## config.mk

```make
export PLATFORM = sky130hd
export DESIGN_NAME = rr_arbiter8
export DESIGN_NICKNAME = d
export VERILOG_FILES = /design/src/rtl/rr_arbiter8.sv
export SDC_FILE = /design/constraint.sdc
export NUM_CORES = 1
export LEC_CHECK = 0
export ABC_AREA = 1
export CORE_MARGIN = 2
export CORE_UTILIZATION = 55
export CTS_BUF_LIST = sky130_fd_sc_hd__clkbuf_16
export CTS_CLUSTER_DIAMETER = 80
export DETAILED_ROUTE_END_ITERATION = 10
export PLACE_DENSITY_LB_ADDON = 0.3
export SYNTH_ARGS = -nofsm -noshare
export SYNTH_HDL_FRONTEND = slang
export SYNTH_SLANG_ARGS = --single-unit
```

## constraint.sdc

```tcl
create_clock -name clk -period 7.45 [get_ports clk]
set_clock_uncertainty 0.15 [all_clocks]
set_input_delay 0.745 -clock clk [delete_from_list [all_inputs] [get_ports clk]]
set_output_delay 0.745 -clock clk [all_outputs]
set_load 0.02 [all_outputs]
```

## src/rtl/rr_arbiter8.sv

```systemverilog
// rr_arbiter8: eight-requester round-robin arbiter for a shared one-hot select.
// The winner's index drives the 3-to-8 decode select (grant_idx_out) and the
// registered decoded form (grant_out). The grant is held until the holder
// drops its request or pulses done_in.
// Optional hold timeout: define RR_ARB_TIMEOUT_EN to build the hold counter
// that forces a release after HOLD_MAX visible grant cycles. When the macro is
// undefined, timeout_out is tied low and HOLD_MAX is unused.
module rr_arbiter8 #(
    parameter int unsigned HOLD_MAX = 16
) (
    input  logic       clk,
    input  logic       rst,
    input  logic [7:0] req_in,
    input  logic       done_in,
    output logic [7:0] grant_out,
    output logic [2:0] grant_idx_out,
    output logic       grant_valid_out,
    output logic       timeout_out
);

    // Reject out-of-range hold limits at elaboration.
    if ((HOLD_MAX < 2) || (HOLD_MAX > 255)) begin : g_hold_max_check
        $error("rr_arbiter8: HOLD_MAX must be within 2..255");
    end

    typedef enum logic {
        ST_IDLE  = 1'b0,
        ST_GRANT = 1'b1
    } state_t;

    state_t     r_state;
    state_t     w_state_nxt;
    logic [2:0] r_ptr;
    logic [2:0] w_ptr_nxt;
    logic [7:0] r_grant;
    logic [7:0] w_grant_nxt;
    logic [2:0] r_idx;
    logic [2:0] w_idx_nxt;
    logic       r_valid;
    logic       w_valid_nxt;

    logic       w_rel_a;
    logic       w_rel_b;
    logic       w_rel_c;
    logic       w_release;

    // First requester found when scanning ptr, ptr+1, ... ptr+7 (mod 8).
    function automatic logic [2:0] rr_pick(input logic [7:0] req, input logic [2:0] ptr);
        logic [2:0] idx;
        logic       found;
        rr_pick = ptr;
        found   = 1'b0;
        for (int k = 0; k < 8; k++) begin
            idx = ptr + 3'(k);
            if (!found && req[idx]) begin
                rr_pick = idx;
                found   = 1'b1;
            end
        end
    endfunction

    // Binary index to one-hot select.
    function automatic logic [7:0] onehot8(input logic [2:0] idx);
        onehot8 = 8'h01 << idx;
    endfunction

    assign w_rel_a   = ~req_in[r_idx];
    assign w_rel_b   = done_in;
    assign w_release = w_rel_a | w_rel_b | w_rel_c;

`ifdef RR_ARB_TIMEOUT_EN
    logic [7:0] r_cnt;
    logic       r_timeout;
    logic       w_timeout_nxt;

    // Counter sits at zero in IDLE, so it reads 0 in the first grant cycle;
    // it therefore reads HOLD_MAX-1 in the last cycle the grant may be shown.
    assign w_rel_c = (r_cnt == 8'(HOLD_MAX - 1));

    // Timeout is flagged only when it is the sole cause of the release.
    assign w_timeout_nxt = (r_state == ST_GRANT) & w_rel_c & ~w_rel_a & ~w_rel_b;

    // Hold counter: cleared while idle, counts every cycle in GRANT.
    always_ff @(posedge clk or posedge rst) begin
        if (rst) begin
            r_cnt <= 8'd0;
        end else if (r_state == ST_IDLE) begin
            r_cnt <= 8'd0;
        end else begin
            r_cnt <= r_cnt + 8'd1;
        end
    end

    // Timeout pulse register: high for the first IDLE cycle after a forced release.
    always_ff @(posedge clk or posedge rst) begin
        if (rst) begin
            r_timeout <= 1'b0;
        end else begin
            r_timeout <= w_timeout_nxt;
        end
    end

    assign timeout_out = r_timeout;
`else
    assign w_rel_c     = 1'b0;
    assign timeout_out = 1'b0;
`endif

    // Next-state and next-output logic for the IDLE/GRANT machine.
    always_comb begin
        w_state_nxt = r_state;
        w_ptr_nxt   = r_ptr;
        w_grant_nxt = r_grant;
        w_idx_nxt   = r_idx;
        w_valid_nxt = r_valid;
        case (r_state)
            ST_IDLE: begin
                if (req_in != 8'h00) begin
                    w_idx_nxt   = rr_pick(req_in, r_ptr);
                    w_grant_nxt = onehot8(w_idx_nxt);
                    w_valid_nxt = 1'b1;
                    w_state_nxt = ST_GRANT;
                end else begin
                    w_grant_nxt = 8'h00;
                    w_valid_nxt = 1'b0;
                end
            end
            ST_GRANT: begin
                if (w_release) begin
                    w_state_nxt = ST_IDLE;
                    w_grant_nxt = 8'h00;
                    w_valid_nxt = 1'b0;
                    w_ptr_nxt   = r_idx + 3'd1;
                end else begin
                    w_state_nxt = ST_GRANT;
                end
            end
            default: begin
                w_state_nxt = ST_IDLE;
                w_grant_nxt = 8'h00;
                w_valid_nxt = 1'b0;
            end
        endcase
    end

    // State, pointer and registered outputs.
    always_ff @(posedge clk or posedge rst) begin
        if (rst) begin
            r_state <= ST_IDLE;
            r_ptr   <= 3'd0;
            r_grant <= 8'h00;
            r_idx   <= 3'd0;
            r_valid <= 1'b0;
        end else begin
            r_state <= w_state_nxt;
            r_ptr   <= w_ptr_nxt;
            r_grant <= w_grant_nxt;
            r_idx   <= w_idx_nxt;
            r_valid <= w_valid_nxt;
        end
    end

    assign grant_out       = r_grant;
    assign grant_idx_out   = r_idx;
    assign grant_valid_out = r_valid;

endmodule

```

After elaboration in Yosys (flattened, before gate mapping):

Cells that the tools add are included.

* bits in registers: 16
* input port bits: 11

* $add $sub $neg: 8
* $lt $le $gt $ge: 9
* equality and inequality tests: 1
* shift operators: 1
* mux-type cells: 56
* bitwise logic cells: 3
* reduce and logical (&&, ||, !) cells: 17

Operator list (number)
* 3-bit by 4-bit < comparator with 1-bit output (second input constant): 9
* 1-bit two-way mux: 33
* 1-bit binary-select mux with 3-bit select: 9
* 3-bit two-way mux: 9
* 8-bit two-way mux: 2
* 8-bit case mux with 2 select lines: 1
* 3-bit adder (second input constant): 4
* 8-bit nonzero test: 1
* 1-bit by 3-bit left shift with 8-bit output (first input constant): 1
* 1-bit logical AND: 7
* 1-bit zero test: 7
* 3-bit by 1-bit adder with 3-bit output (second input constant): 2
* 3-bit by 2-bit adder with 3-bit output (second input constant): 2
* 1-bit case mux with 2 select lines: 2
* 2-bit AND reduction: 2
* 2-bit by 1-bit != test with 1-bit output (second input constant): 1
* 1-bit NOT: 2
* 1-bit bitwise OR: 1

Longest topological paths before layout:

* depth after elaboration: 43
* depth in mapped cells: 21
* gate-level depth less buffers: 20

Worst setup path before layout:

No wires, ideal clock.

* path type: register to register
* start: register r_ptr[1]
* end: register r_grant[7] (netlist: grant_out[7])
* arrival time: 2.255 ns
* required time: 7.182 ns
* slack: 4.927 ns
* stages on the path, launching flop included: 20
* cell sequence: dfrtp_1 > buf_4 > inv_2 > ha_1 > inv_1 > nand3_2 > nand2_1 > nand2_1 > nand2_2 > nand3_2 > nor2_4 > nand3_2 > nor2_2 > nand2_2 > clkinv_4 > nand2_4 > nand2_2 > nor2_1 > nand3_1 > nand2_1

* cells in the longest elaborated chain, start to end: 43
* elaborated cells between the ends (all ways): 70

RTL lines
* start, declared: line 33 `logic [2:0] r_ptr;`
* start signal, assigned: line 156 `r_ptr <= w_ptr_nxt;`
* 1-bit binary-select mux with 3-bit select: line 55 `if (!found && req[idx]) begin`
* 1-bit two-way mux (implied by the code): line 55
* 1-bit two-way mux: line 55
* 1-bit two-way mux: line 118 `if (req_in != 8'h00) begin`
* 1-bit two-way mux: line 116 `case (r_state)`
* 1-bit zero test: line 55
* 1-bit logical AND: line 55
* 1-bit two-way mux: line 55
* (+27 left out)
* 1-bit zero test: line 55
* 1-bit logical AND: line 55
* 3-bit two-way mux *: line 55
* 3-bit two-way mux *: line 118
* 3-bit two-way mux *: line 116
* 1-bit by 3-bit left shift with 8-bit output *: line 64 `onehot8 = 8'h01 << idx;`
* 8-bit two-way mux *: line 118
* 8-bit case mux with 2 select lines *: line 116
* end signal, assigned: line 157 `r_grant <= w_grant_nxt;`
* end, declared: line 35 `logic [7:0] r_grant;`

Every way passes the cells marked *; elsewhere a longest branch is shown, timed or not. The select of a mux whose other input is x is not followed.
A chain may end at the register's enable or synchronous reset.

Worst setup path after layout:

* start: register r_ptr[0]
* end: register r_grant[4] (netlist: grant_out[4])

The elaborated chain is that of the path after synthesis.

==> impl_metrics.toml <==
[status]
outcome = "completed"

[sta]
slew_headroom_pct = 61.3
rsz0062_at_grt = "false"
worst_pin_slew_ps = 580
setup_ws_ps = 4160
hold_violations = 0
drv_slew = 0
finalSetupViolCount = 0
setup_tns_ps = 0
max_freq_mhz = 304
period_share_pct = 44.1
fin_crit_ps = 3290

[global_routing]
grtUsageTotal_pct = 25.2
antenna_found_initial = 0
grt_pass1_vias = 1510
grt-ovfl-total = 0
grt_start_max_net_pins = 17
grt_pass1_wl_mm = 6.53

[setup_path]
crit_required_ps = 7480
endpoint_kind = "flop"
critPathLaunchType = "flop"
startpoint = "r_ptr[0]"
reg2reg_depth = 17
cp.arrival_ps = 3320
r2r_setup_slack_ps = 4160
crit_type = "flop to flop"
worstReg2RegStart = "r_ptr[0]"
crit_path_max_fanout = 15
rr_endpoint = "grant_out[4]"

[route]
route.detailed.wl_per_inst_um = 12.2
wl_met2_mm = 1.74
wl_met3_um = 85
vias = 1601
drtPass1Iterations = 4
wirelength_mm = 3.60
drt_drc_violations_left = 0
wl_met1_mm = 1.72
drt_first_iter_violations = 72
vias_per_cell = 5.43
dr.max_layer_used = "met4"
drtAntennaViolNets = 0

[synthesis]
syn-instance-count = 242
synth_area_sq_mm = 0.00154
synth_area_leaders = "dfrtp_1 26%, nand2_1 20%, nand3_1 12%"
synth-seq-cells = 16
ys_seq_area_share_pct = 26.1
yosys-top-cells-count = "80 x nand2_1, 38 x nand3_1, 23 x inv_1"
synth_nets = 256
yosys.area.top_type_share_pct = 26.1
ys_types = 29
synth_largest_area_cell = "dfrtp_1"
yosysWarningCount = 0
avgSynthCellArea_sq_um = 6.35
synth_edf_count = 0
synthArstFlopShare_pct = 100
synth_most_common_cell = "nand2_1"
synthFlopType = "dfrtp_1"

[layout]
fin_area_sq_mm = 0.00184
drive_above_1_share_pct = 9.85
layout.nets = 279
diodes = 0
area_delta_synth_final_pct = 19.8
fin_util_pct = 67.9
fillers = 243

[worst_hold_path]
holdPathEnd = "grant_out[5]"
hp-class = "flop to flop"
whs_path_depth = 2
min_from = "grant_out[5]"

[floorplanning]
die-height_um = 56.9
start_util_pct = 56.7
rows = 19
io_pins = 24
die_area_sq_mm = 0.00323
core_sq_mm = 0.00271
dieWidth_um = 56.9

[clock_tree]
numCtsBuffers = 3
cts_hold_buffers = 0
cts-root-buf = "clkbuf_16"
ctsResizeCount = 0
cts_tree = "built"
postCtsSetupBuffers = 0
clock_path_buffers = 2
cts.sinks = 16
clkTransAtPathRegs_ps = 50
clock_latency_ps = 240
cts_htree_levels = 1

[place]
dp_slack_ps = 4260
io_buffers = 22
detailed_place_hpwl_mm = 2.74
dpl_cell_area_sq_mm = 0.00176
place_congestion = 0.878

[job]
maxCapViolations = 0
layout make-up:
class / instances / area (sq um) / share of cell area, %
Tap cell: 31 / 38.8 / 2.11
Clock buffer: 3 / 75.1 / 4.08
Inverter: 26 / 103 / 5.57
Clock inverter: 1 / 3.75 / 0.204
Multi-Input combinational cell: 196 / 1000 / 54.3
Sequential cell: 16 / 400 / 21.8
Timing Repair Buffer: 22 / 220 / 12.0
metal layers:
metal | up-vias | global-route usage [%]
met1 | 732 | 33.8
li1 | 833 | -
met4 | 0 | 7.97
met3 | 7 | 1.84
met2 | 29 | 43.2
met5 | - | 0
cell families after synthesis:
| kind of cell | Yosys count | synth area share (%) |
|---|---|---|
| and+or+nand+nor | 159 | 48.4 |
| AOI/OAI and AO/OA | 28 | 11.2 |
| adders and majority gates | 3 | 2.44 |
| other | 1 | 0.244 |
| DFF | 16 | 26.1 |
| xor gates and xnor gates | 5 | 2.85 |
| buffers and inverters | 30 | 8.88 |
sequential cells by signal (all words and copies together), names as in the netlist:
| name | cells |
|---|---|
| r_ptr | 3 |
| r_state | 1 |
| grant_out | 8 |
| grant_valid_out | 1 |
| grant_idx_out | 3 |
through the flow:
| step | hold WS (ps) | instances |
|---|---|---|
| after floorplan | 431 | 242 |
| after global placement | 314 | 291 |
| after detailed placement | 315 | 291 |
| after CTS | 335 | 295 |
| after global routing | 363 | 295 |
| final | 331 | 295 |
critical path, stage by stage (launching register included):
cell	delay, ps
dfrtp_1	680
inv_2	190
ha_1	470
inv_1	250
nand3_2	120
nand2_1	110
nand2_1	70
nand2_2	90
nand3_2	80
nor2_4	170
nand3_2	120
o21ai_0	170
inv_1	50
nand2_1	70
nand2_1	80
nand2_1	150
nand3_1	110
nand2_1	70
worst max-delay path by stage:
stage,endpoint,slack (ps)
floorplan,grant_out[7],4930
global placement,grant_out[5],4280
detailed placement,grant_out[1],4260
CTS,grant_out[4],4210
global route,grant_out[7],3800
finish,grant_out[4],4160
cell usage in the layout, fill, tap and decap left out, types with 2 or more instances in the layout:
cell type        count
nand2_1             80
o21a_1               2
o21ai_1              2
nand4_1              3
xnor2_1              2
clkbuf_16            3
ha_1                 3
nand3_2              7
o21ai_0              9
o21bai_1             5
nor2_1              17
nand3_1             38
inv_1               23
dfrtp_1             16
nor2_2               2
a21oi_1              6
xor2_1               3
inv_2                2
clkdlybuf4s50_1     22
nand2_2              8
or4_1                2
Power is left out: the tool's default activity adds up to more than one toggle a clock period on the data nets, which glitch-free logic cannot reach.
